### src/rtl/spi_pkg.sv
// Shared types and constants for the SPI responder.
// Latency: none (declarations only).
// Backpressure: not applicable.
//
// Contents: FSM state enum, latched SPI mode struct, synchronizer depth,
// and a helper that maps raw sclk rise/fall pulses onto leading/trailing
// edges for a given clock polarity.
package spi_pkg;

  localparam int SPI_SYNC_STAGES = 2;
  // Cycles after reset before the synchronized cs level is trustworthy:
  // the synchronizer stages plus the edge register all start at their
  // reset value and must be flushed with real pin data first.
  localparam int SPI_SETTLE_CYC  = SPI_SYNC_STAGES + 1;

  typedef enum logic [1:0] {
    WAIT_CS = 2'd0,
    IDLE    = 2'd1,
    SHIFT   = 2'd2,
    DONE    = 2'd3
  } spi_slv_state_e;

  typedef struct packed {
    logic cpol;
    logic cpha;
  } spi_mode_t;

  // Leading edge is the one leaving the idle level: rising for cpol=0,
  // falling for cpol=1. Call with ~cpol to get the trailing edge.
  function automatic logic spi_lead_edge(input logic pol, input logic rise,
                                         input logic fall);
    return pol ? fall : rise;
  endfunction

endpackage

### src/rtl/spi_sync_edge.sv
// Two-flop synchronizer with registered level and rise/fall pulses.
// Latency: 3 clk from pin change to level/pulse outputs.
// Backpressure: none; pulses are single-cycle and cannot be stalled.
//
// Ports: clk, rst (async active-high), din (asynchronous pin),
//        lvl (synchronized level, aligned with the pulses),
//        rise / fall (one-cycle edge pulses).
// RST_VAL sets every stage's reset value so an idle-high pin (cs) does
// not produce a spurious edge out of reset.
module spi_sync_edge
  import spi_pkg::*;
#(
  parameter logic RST_VAL = 1'b0
) (
  input  logic clk,
  input  logic rst,
  input  logic din,
  output logic lvl,
  output logic rise,
  output logic fall
);

  logic [SPI_SYNC_STAGES-1:0] sync_q;
  logic                       lvl_q;
  logic                       rise_q;
  logic                       fall_q;

  always_ff @(posedge clk or posedge rst) begin
    if (rst) begin
      sync_q <= {SPI_SYNC_STAGES{RST_VAL}};
      lvl_q  <= RST_VAL;
      rise_q <= 1'b0;
      fall_q <= 1'b0;
    end else begin
      sync_q <= {sync_q[SPI_SYNC_STAGES-2:0], din};
      lvl_q  <= sync_q[SPI_SYNC_STAGES-1];
      rise_q <= sync_q[SPI_SYNC_STAGES-1] & ~lvl_q;
      fall_q <= ~sync_q[SPI_SYNC_STAGES-1] & lvl_q;
    end
  end

  assign lvl  = lvl_q;
  assign rise = rise_q;
  assign fall = fall_q;

endmodule

### src/rtl/spi_slave_rx_tx.sv
// Full-duplex SPI responder oversampling sclk/cs/mosi on the system clock.
// Latency: pin edge to event 3 clk; miso updates 4 clk after the shift edge.
// Backpressure: tx_ready low means the tx buffer is full and tx_load is dropped.
//
// Ports: clk, rst (async active-high); SPI pins sclk, cs (active low), mosi,
//        miso; cpol/cpha (latched at frame start); host side tx_data/tx_load/
//        tx_ready, rx_data/rx_valid, frame_err.
// Build option SPI_SLV_DAISY_EN: frames may exceed DATA_W bits; miso then
// forwards received bits delayed by DATA_W and rx_data is captured at cs
// rise. Without it the frame completes on the DATA_W-th sample.
module spi_slave_rx_tx
  import spi_pkg::*;
#(
  parameter int DATA_W = 8
) (
  input  logic              clk,
  input  logic              rst,
  input  logic              sclk,
  input  logic              cs,
  input  logic              mosi,
  output logic              miso,
  input  logic              cpol,
  input  logic              cpha,
  input  logic [DATA_W-1:0] tx_data,
  input  logic              tx_load,
  output logic              tx_ready,
  output logic [DATA_W-1:0] rx_data,
  output logic              rx_valid,
  output logic              frame_err
);

  localparam int              CNT_W      = $clog2(DATA_W + 1);
  localparam logic [CNT_W-1:0] CNT_FULL   = CNT_W'(DATA_W);
  localparam logic [CNT_W-1:0] CNT_LAST   = CNT_W'(DATA_W - 1);
  localparam logic [CNT_W-1:0] CNT_SETTLE = CNT_W'(SPI_SETTLE_CYC);

  // ---------------------------------------------------------------------
  // Pin synchronizers
  // ---------------------------------------------------------------------
  logic sclk_lvl, sclk_rise, sclk_fall;
  logic cs_lvl, cs_rise, cs_fall;
  logic mosi_lvl, mosi_rise, mosi_fall;

  spi_sync_edge #(.RST_VAL(1'b0)) u_sync_sclk (
    .clk (clk), .rst (rst), .din (sclk),
    .lvl (sclk_lvl), .rise (sclk_rise), .fall (sclk_fall)
  );

  spi_sync_edge #(.RST_VAL(1'b1)) u_sync_cs (
    .clk (clk), .rst (rst), .din (cs),
    .lvl (cs_lvl), .rise (cs_rise), .fall (cs_fall)
  );

  spi_sync_edge #(.RST_VAL(1'b0)) u_sync_mosi (
    .clk (clk), .rst (rst), .din (mosi),
    .lvl (mosi_lvl), .rise (mosi_rise), .fall (mosi_fall)
  );

  // Only the sclk edges and the mosi level are needed by the datapath.
  logic sync_unused;
  assign sync_unused = ^{sclk_lvl, mosi_rise, mosi_fall};

  // ---------------------------------------------------------------------
  // State and datapath registers
  // ---------------------------------------------------------------------
  spi_slv_state_e    state_q, state_d;
  spi_mode_t         mode_q;
  logic [CNT_W-1:0]  bit_cnt_q;
  // One register serves both directions: tx bits leave from the MSB while
  // rx bits enter at the LSB, so after DATA_W bits the MSB is the first
  // received bit -- exactly the daisy-chain forwarding delay.
  logic [DATA_W-1:0] shreg_q;
  logic [DATA_W-1:0] txbuf_q;
  logic              tx_ready_q;
  logic [DATA_W-1:0] rx_data_q;
  logic              miso_q;
  logic              frame_err_q;

  logic lead, trail;
  assign lead  = spi_lead_edge(mode_q.cpol, sclk_rise, sclk_fall);
  assign trail = spi_lead_edge(~mode_q.cpol, sclk_rise, sclk_fall);

  // Word shifted out this frame: buffered word, or zeros when empty.
  logic [DATA_W-1:0] tx_word;
  assign tx_word = tx_ready_q ? '0 : txbuf_q;

  // Control strobes from the output process.
  logic ctl_start, sample_ev, shift_ev, ctl_capture, ctl_abort;
  logic [DATA_W-1:0] rx_word;

  // ---------------------------------------------------------------------
  // FSM: state register
  // ---------------------------------------------------------------------
  always_ff @(posedge clk or posedge rst) begin
    if (rst) begin
      state_q <= WAIT_CS;
    end else begin
      state_q <= state_d;
    end
  end

  // ---------------------------------------------------------------------
  // FSM: next state
  // ---------------------------------------------------------------------
  always_comb begin
    state_d = state_q;
    unique case (state_q)
      // bit_cnt doubles as the settle counter here; see SPI_SETTLE_CYC.
      WAIT_CS: if (bit_cnt_q == CNT_SETTLE && cs_lvl) state_d = IDLE;
      IDLE:    if (cs_fall) state_d = SHIFT;
      SHIFT: begin
        if (ctl_capture)    state_d = DONE;
        else if (ctl_abort) state_d = IDLE;
      end
      DONE:    state_d = IDLE;
      default: state_d = WAIT_CS;
    endcase
  end

  // ---------------------------------------------------------------------
  // FSM: outputs and datapath strobes
  // ---------------------------------------------------------------------
  always_comb begin
    ctl_start   = 1'b0;
    sample_ev   = 1'b0;
    shift_ev    = 1'b0;
    ctl_capture = 1'b0;
    ctl_abort   = 1'b0;
    rx_valid    = 1'b0;
    rx_word     = shreg_q;
    case (state_q)
      IDLE: ctl_start = cs_fall;
      SHIFT: begin
        sample_ev = mode_q.cpha ? trail : lead;
        shift_ev  = mode_q.cpha ? lead : trail;
`ifdef SPI_SLV_DAISY_EN
        // Frame length is open-ended; the last DATA_W bits are already
        // sitting in the shift register when cs rises.
        ctl_capture = cs_rise && (bit_cnt_q == CNT_FULL);
        ctl_abort   = cs_rise && (bit_cnt_q != CNT_FULL);
        rx_word     = shreg_q;
`else
        // The DATA_W-th sample completes the word; include the bit being
        // sampled this cycle.
        ctl_capture = sample_ev && (bit_cnt_q == CNT_LAST);
        ctl_abort   = cs_rise && !ctl_capture;
        rx_word     = {shreg_q[DATA_W-2:0], mosi_lvl};
`endif
      end
      DONE: rx_valid = 1'b1;
      default: ;
    endcase
  end

  // ---------------------------------------------------------------------
  // Datapath
  // ---------------------------------------------------------------------
  always_ff @(posedge clk or posedge rst) begin
    if (rst) begin
      mode_q      <= '0;
      bit_cnt_q   <= '0;
      shreg_q     <= '0;
      txbuf_q     <= '0;
      tx_ready_q  <= 1'b1;
      rx_data_q   <= '0;
      miso_q      <= 1'b0;
      frame_err_q <= 1'b0;
    end else begin
      // Shift register and bit counter
      if (ctl_start) begin
        mode_q    <= '{cpol: cpol, cpha: cpha};
        bit_cnt_q <= '0;
        shreg_q   <= tx_word;
      end else if (state_q == WAIT_CS) begin
        if (bit_cnt_q != CNT_SETTLE) bit_cnt_q <= bit_cnt_q + 1'b1;
      end else if (sample_ev) begin
        shreg_q <= {shreg_q[DATA_W-2:0], mosi_lvl};
        // Saturate so arbitrarily long daisy frames keep "at least DATA_W".
        if (bit_cnt_q != CNT_FULL) bit_cnt_q <= bit_cnt_q + 1'b1;
      end

      // miso: with cpha=0 the MSB must be on the wire before the first
      // leading edge, so it is preloaded at frame start; with cpha=1 the
      // first leading edge (a shift edge) drives it.
      if (ctl_start) begin
        miso_q <= cpha ? 1'b0 : tx_word[DATA_W-1];
      end else if (state_d != SHIFT) begin
        miso_q <= 1'b0;
      end else if (shift_ev) begin
        miso_q <= shreg_q[DATA_W-1];
      end

      // Transmit buffer: a load coinciding with frame start refills the
      // buffer for the next frame even though it was still full.
      if (ctl_start) begin
        if (tx_load) begin
          txbuf_q    <= tx_data;
          tx_ready_q <= 1'b0;
        end else begin
          tx_ready_q <= 1'b1;
        end
      end else if (tx_load && tx_ready_q) begin
        txbuf_q    <= tx_data;
        tx_ready_q <= 1'b0;
      end

      if (ctl_capture) rx_data_q <= rx_word;
      frame_err_q <= ctl_abort;
    end
  end

  assign miso      = miso_q;
  assign tx_ready  = tx_ready_q;
  assign rx_data   = rx_data_q;
  assign frame_err = frame_err_q;

endmodule

### config.mk
export PLATFORM = sky130hd
export DESIGN_NAME = spi_slave_rx_tx
export DESIGN_NICKNAME = d
export VERILOG_FILES = /design/src/rtl/spi_pkg.sv /design/src/rtl/spi_sync_edge.sv /design/src/rtl/spi_slave_rx_tx.sv
export SDC_FILE = /design/constraint.sdc
export NUM_CORES = 1
export LEC_CHECK = 0
export BUFFER_PORTS_ARGS = -buffer_cell sky130_fd_sc_hd__buf_2
export CAP_MARGIN = 5
export CORE_UTILIZATION = 30
export CTS_CLUSTER_SIZE = 30
export DETAILED_ROUTE_END_ITERATION = 12
export GPL_ROUTABILITY_DRIVEN = 0
export HOLD_SLACK_MARGIN = 0.03
export PLACE_DENSITY = 0.47
export SYNTH_ARGS = -nofsm -noshare
export SYNTH_HDL_FRONTEND = slang
export SYNTH_HIERARCHICAL = 1
export SYNTH_SLANG_ARGS = --single-unit
### constraint.sdc
create_clock -name clk -period 5.65 [get_ports clk]
set_clock_uncertainty 0.2 [all_clocks]
set_input_delay 0.8475 -clock clk [delete_from_list [all_inputs] [get_ports clk]]
set_output_delay 0.8475 -clock clk [all_outputs]
set_load 0.02 [all_outputs]
After elaboration in Yosys (flattened, before gate mapping) --
Index checks and enable logic that the tools add are counted.
Storage, ports and cells: flip-flop bits (word level) 48
Operators by class: add/sub/neg operators 1, equality and inequality tests 11, multiplexer cells 35, bitwise gates (word level) 8, reductions and logical operators 14
Operators with widths (count):
- $mux W8 | 8
- $mux W4 | 5
- $mux W1 | 17
- $reduce_bool A3 Y1 | 3
- $mux W2 | 4
- $pmux W2 S4 | 1
- $ne A2 B2 Y1 const B | 3
- $add A4 B1 Y4 const B | 1
- $and A1 B1 Y1 | 4
- $eq A2 B2 Y1 const B | 2
- $eq A4 B2 Y1 const B | 1
- $eq A4 B3 Y1 const B | 1
- $logic_and A1 B1 Y1 | 4
- $ne A4 B2 Y1 const B | 1
- $ne A4 B4 Y1 const B | 1
- $not A1 Y1 | 4
- $reduce_and A2 Y1 | 2
- $reduce_bool A2 Y1 | 2
- $ne A3 B2 Y1 const B | 1
- $reduce_and A3 Y1 | 1
- $eq A2 B1 Y1 const B | 1
- $logic_not A2 Y1 | 1
- $logic_not A1 Y1 | 1

Longest topological paths before layout --
Gate-level depths: netlist of the first run.
word-level depth 12, depth in mapped cells 6

Modules after synthesis --
Netlist of the first run, hierarchy kept.
By module, submodules not included:
- spi_slave_rx_tx | instances 1, cells each 140, area each 1647.8 sq um
- spi_sync_edge at u_sync_mosi ... | instances 2, cells each 8, area each 143.9 sq um
- spi_sync_edge at u_sync_cs | instances 1, cells each 8, area each 147.6 sq um

Worst setup path before layout of the first run --
OpenSTA, ideal clock, no wires.
kind reg-to-output, start register state_q[1], end output rx_valid, arrival 0.916 ns, path slack 3.687 ns, cell stages (with the launch flop) 3, cell sequence dfrtp_1 -> clkbuf_1 -> and2_1
On the way: cells in the longest elaborated chain, start to end 2
RTL lines:
- from (decl) | RTL line spi_slave_rx_tx.sv:66 | spi_slv_state_e state_q, state_d;
- from (signal assigned) | RTL line spi_slave_rx_tx.sv:98 | state_q <= state_d;
- $eq A2 B2 Y1 | RTL line spi_slave_rx_tx.sv:131 | case (state_q)
- $mux W1 | RTL line spi_slave_rx_tx.sv:131
- to (decl) | RTL line spi_slave_rx_tx.sv:28 | output logic rx_valid,
No other way between the ends.

Worst setup path after layout of the first run --
Ends and elaborated chain as after synthesis.

==> results of run 1 <==
-- sequential cells by signal, summed over array words and instances (netlist names), 2 cells and up --
| signal | cells |
|---|---|
| state_q | 2 |
| shreg_q | 8 |
| u_sync_mosi/sync_q | 2 |
| txbuf_q | 8 |
| mode_q | 2 |
| bit_cnt_q | 4 |
| rx_data | 8 |
| u_sync_cs/sync_q | 2 |
| u_sync_sclk/sync_q | 2 |
-- stage by stage --
stage / cells / util, % / power, mW
final: 269 / 36.59 / 1.053
after global routing: 269 / 36.59 / 1.127
after CTS: 269 / 36.59 / 1.066
after detailed placement: 261 / 34.91 / 0.8234
after global placement: 261 / 34.91 / 0.8092
after floorplan: 160 / - / 0.7434
-- layer usage --
| layer | wire length [microns] | GRT usage (%) |
|---|---|---|
| met2 | 1906 | 19.23 |
| met4 | 61 | 4.859 |
| met1 | 1778 | 15.49 |
| met5 | 0 | 0 |
| met3 | 126 | 2.868 |
-- cell type report --
class / count / area, sq um
Sequential cell: 48 / 1206
Clock buffer: 6 / 72.57
Inverter: 11 / 41.29
Timing Repair Buffer: 28 / 142.6
Clock inverter: 2 / 35.03
Tap cell: 77 / 96.34
Multi-Input combinational cell: 97 / 755.7
Fill cell: 625 / 4073
-- worst paths after layout --
| kind | to | startpoint | cells after the start |
|---|---|---|---|
| worst min-delay path | u_sync_mosi/lvl$_DFF_PP0_ | u_sync_mosi/sync_q[1]$_DFF_PP0_ | 0 |
| worst max-delay path | rx_valid | state_q[1]$_DFF_PP0_ | 2 |
| worst max register to register | shreg_q[2]$_DFFE_PP0P_ | mode_q[1]$_DFFE_PP0P_ | 4 |
| worst min register to register | u_sync_mosi/lvl$_DFF_PP0_ | u_sync_mosi/sync_q[1]$_DFF_PP0_ | 0 |
| min in group asynchronous | u_sync_mosi/sync_q[0]$_DFF_PP0_ | rst | 2 |
| max in group asynchronous | tx_ready$_DFFE_PP1P_ | rst | 3 |
-- critical path: stages, from the launching register on --
cell and delay [ns]:
dfrtp_1 0.59, and2_1 0.18, buf_2 0.16
-- power by group through the flow --
stage          clock [mW]  sequential, mW  combinational, mW
5_1_grt             0.265           0.541              0.320
3_3_place_gp            0           0.528              0.282
3_5_place_dp            0           0.534              0.290
2_1_floorplan           0           0.503              0.240
6_report            0.238           0.527              0.288
4_1_cts             0.248           0.527              0.291
==> run summary, run 1 <==
Crit Path Category - reg -> out
Cell leakage power - 1.129 nW
Post-CTS setup buffers - 0
Number of DRC markers in iteration 0 - 55
Worst Hold Class - reg -> reg
Diode count - 0
Switch share - 32.13%
Chip width - 84.02 microns
Via density - 4.792
PwrDens - 448.2 mW/mm^2
Gr usage total - 11.96%
Die outline height - 84.02 microns
Minimum clock period - 2.266 ns
Worst-path clk slew - 0.08 ns
Synth Instances - 160
R2r setup slk - 3.49 ns
Worst VDD drop - 0.0001974 V
Post-Route WL - 3.871 mm
First-pass GRT wire length - 6.541 mm
TritonCTS clock tree - built
Sequential Power Share - 50.0%
# port buffers - 27
Clock buffer depth - 2
Setup tns final - 0 ns
Clock power frac - 22.6%
CTS Hold Bufs - 0
Cell area after layout - 0.002350 sq mm
Clk sink count - 48
Commonest non-fill, non-tap cell in the layout - dfrtp_1
Die Footprint - 0.007059 sq mm
CP max FO - 14
Hold slack - 0.1547 ns
Max-cap viol count - 0
Internal Power - 0.7148 mW
Share of cells above drive strength 1 - 33.33%
Initial Util - 31.42%
Final Cycle Share - 40.11%
Worst skew pair latency - 0.30 ns
Crit start category - flip-flop
Final worst slack - 3.384 ns
Grt total ovfl - 0
Vias in the first global route - 1366
Crit. End Element - output pin
CTS resizes - 0
HPWL Detailed - 2.885 mm
Worst Path Required - 4.60 ns
Tightest Pin Transition - 0.7288 ns
Highest Clock Rate - 441.2 MHz
Placed inst area - 0.002242 sq mm
Final Max Slew Viols - 0
Gate power share - 27.3%
CTS Buf Count - 5
Max H-tree Level - 2
IO Pins - 28
Slew margin rel. - 51.27%
CP arrival - 1.22 ns
Status - finished, final reports clean
Wire per inst - 14.39 microns
Final Net Count - 209
Initial antenna violation count - 0
Syn Nets - 178
Clk root buf - clkbuf_8
Yosys Warn Count - 6
Std-Cell Rows - 29
Core box area - 0.006422 sq mm
Switch Pwr - 0.3384 mW
Pre-CTS WS - 3.502 ns
Antenna viol nets, final - 0
RSZ-0062 raised after global routing - no
Area growth, synth to finish - 16.43%
Syn avg cell area - 12.61 sq um
Most frequent cells in the layout - dfrtp_1, buf_2, mux2_2, nand2_1, a21oi_1
Setup-failing EPs final - 0
Mapped Area - 0.002018 sq mm
Detailed-route via count - 1289
Pin count of the biggest net entering global routing - 36
First-pass detailed-route iteration total - 4
DR DRC count - 0
Fin. Hold Viols - 0
Note: power is estimated with default switching activity, not from simulation.
==> run 2: changes to the inputs <==
==> constraint.sdc (replaced) <==
create_clock -name clk -period 2.2 [get_ports clk]
set_clock_uncertainty 0.2 [all_clocks]
set_input_delay 0.33 -clock clk [delete_from_list [all_inputs] [get_ports clk]]
set_output_delay 0.33 -clock clk [all_outputs]
set_load 0.02 [all_outputs]
==> run 2 against run 1 <==
Clock power increased by 120%. Register-to-register slack lost 3.4 ns. Sequential power grew to 2.5 times the previous value. Non-clock buffer count grew 10. Largest cell class unchanged. Largest power group unchanged. Highest routed layer unchanged.
==> run summary, run 2 (synthesized netlist as in run 1, its figures left out) <==
Status - finished, final reports clean (unchanged)
Switch share - 32.58% (was 32.13%)
Sequential Power Share - 50.5% (was 50.0%)
HPWL Detailed - 2.925 mm (was 2.885 mm)
First-pass GRT wire length - 6.568 mm (was 6.541 mm)
# port buffers - 27 (unchanged)
Antenna viol nets, final - 0 (unchanged)
Switch Pwr - 0.8580 mW (was 0.3384 mW)
Tot Pwr - 2.634 mW (was 1.053 mW)
Slew margin rel. - 62.42% (was 51.27%)
Wire per inst - 13.38 microns (was 14.39 microns)
DR DRC count - 0 (unchanged)
Fin util - 37.78% (was 36.59%)
Area growth, synth to finish - 20.21% (was 16.43%)
Clk sink count - 48 (unchanged)
CP arrival - 2.07 ns (was 1.22 ns)
Number of DRC markers in iteration 0 - 51 (was 55)
Cell count of the worst reg-to-reg path - 4 (unchanged)
Std-Cell Rows - 29 (unchanged)
Chip width - 84.02 microns (unchanged)
Post-Route WL - 3.734 mm (was 3.871 mm)
Crit Path Category - reg -> reg (was reg -> out)
PwrDens - 1086 mW/mm^2 (was 448.2 mW/mm^2)
Max-cap viol count - 0 (unchanged)
Detailed-route via count - 1302 (was 1289)
Max H-tree Level - 2 (unchanged)
Fill count - 634 (was 625)
Cell leakage power - 1.164 nW (was 1.129 nW)
Setup tns final - 0 ns (unchanged)
CTS Buf Count - 5 (unchanged)
Pin count of the biggest net entering global routing - 36 (unchanged)
Hold slack - 0.04358 ns (was 0.1547 ns)
Placed inst area - 0.002272 sq mm (was 0.002242 sq mm)
Most frequent cells in the layout - dfrtp_1, buf_2, mux2_2, nand2_1, a21oi_1 (unchanged)
Worst Hold Depth - 3 (was 0)
CP max FO - 9 (was 14)
Gr usage total - 11.96% (unchanged)
Cell area after layout - 0.002426 sq mm (was 0.002350 sq mm)
Internal Power - 1.776 mW (was 0.7148 mW)
Initial Util - 31.42% (unchanged)
Setup-failing EPs final - 0 (unchanged)
Fin. Hold Viols - 0 (unchanged)
First-pass detailed-route iteration total - 4 (unchanged)
IO Pins - 28 (unchanged)
Worst VDD drop - 0.0004978 V (was 0.0001974 V)
Minimum clock period - 2.077 ns
Share of cells above drive strength 1 - 33.66% (was 33.33%)
Initial antenna violation count - 0 (unchanged)
Worst Path Required - 2.19 ns (was 4.60 ns)
Highest Clock Rate - 481.4 MHz
Crit. End Element - flip-flop (was output pin)
Crit start category - flip-flop (unchanged)
TritonCTS clock tree - built (unchanged)
Worst-path clk slew - 0.09 ns (was 0.08 ns)
CTS resizes - 0 (unchanged)
Via density - 4.667 (was 4.792)
Worst skew pair latency - 0.30 ns (about the same)
Commonest non-fill, non-tap cell in the layout - dfrtp_1 (unchanged)
Gate power share - 29.4% (was 27.3%)
Vias in the first global route - 1381 (was 1366)
Core box area - 0.006422 sq mm (unchanged)
Tightest Pin Transition - 0.5528 ns (was 0.7288 ns)
RSZ-0062 raised after global routing - no (unchanged)
Clock buffer depth - 2 (unchanged)
Final Max Slew Viols - 0 (unchanged)
Clock power frac - 20.1% (was 22.6%)
Die outline height - 84.02 microns (unchanged)
Diode count - 0 (unchanged)
Final Cycle Share - 94.42%
Clk root buf - clkbuf_8 (unchanged)
Worst Hold Class - in -> reg (was reg -> reg)
Final Net Count - 219 (was 209)
Grt total ovfl - 0 (unchanged)
Die Footprint - 0.007059 sq mm (unchanged)
## run 2: cell types whose count changed in the layout (fill, tap and decap cells not counted), sizes merged
cell         before  now
buf              28   32
clkinvlp          0    1
dlygate4sd3       0    6
bufinv            1    0
clkbuf            6    7
clkinv            2    1
## run 2: metrics by stage
step	setup slack, ns	std cells
after floorplan	0.2421	160
after global placement	0.1903	265
after detailed placement	0.1133	265
after CTS	0.1043	279
after global routing	0.03026	279
final	0.1228	279
## run 2: timing repair
action | CTS | global route
endpoints found under the hold margin | 52 | 0
hold buffers | 6 | 0
setup buffers | 0 | 0
## run 2: worst max-delay path, stage by stage (launching register included)
cell,delay (ns)
dfrtp_1,0.41
xnor2_2,0.30
mux2i_2,0.22
nor3_4,0.45
mux2_2,0.39
## run 2: layer usage
layer | vias to the layer above | GRT usage, % | share of wire, %
li1 | 640 | - | -
met1 | 638 | 14.41 | 45
met2 | 19 | 21.09 | 51
met3 | 5 | 2.473 | 3.1
met4 | 0 | 4.232 | 1.6
met5 | - | 0 | 0
## run 2: path summary, 6_finish.rpt
kind | start | to | slack (ns)
max | mode_q[1]$_DFFE_PP0P_ | rx_data[2]$_DFFE_PP0N_ | 0.12
min | cpha | mode_q[0]$_DFFE_PP0P_ | 0.04
max reg2reg | mode_q[1]$_DFFE_PP0P_ | rx_data[2]$_DFFE_PP0N_ | 0.12
min reg2reg | u_sync_mosi/sync_q[1]$_DFF_PP0_ | u_sync_mosi/lvl$_DFF_PP0_ | 0.15
max in group asynchronous | rst | tx_ready$_DFFE_PP1P_ | 0.96
min in group asynchronous | rst | u_sync_mosi/lvl$_DFF_PP0_ | 0.27
## run 2: power groups by stage
stage / Combinational, mW / Clock, mW / Sequential (mW)
3_3_place_gp: 0.743 / 0 / 1.33
6_report: 0.775 / 0.529 / 1.33
4_1_cts: 0.791 / 0.556 / 1.33
5_1_grt: 0.877 / 0.598 / 1.36
3_5_place_dp: 0.782 / 0 / 1.35
2_1_floorplan: 0.617 / 0 / 1.29
## run 2: layout make-up
cell class                      count  area, sq um  share of cell area (%)
Clock buffer                        7        86.33                   3.559
Clock inverter                      1        7.507                  0.3094
Inverter                           11        41.29                   1.702
Multi-Input combinational cell     97        755.7                   31.15
Sequential cell                    48         1206                   49.72
Tap cell                           77        96.34                   3.971
Timing Repair Buffer               38        232.7                   9.593
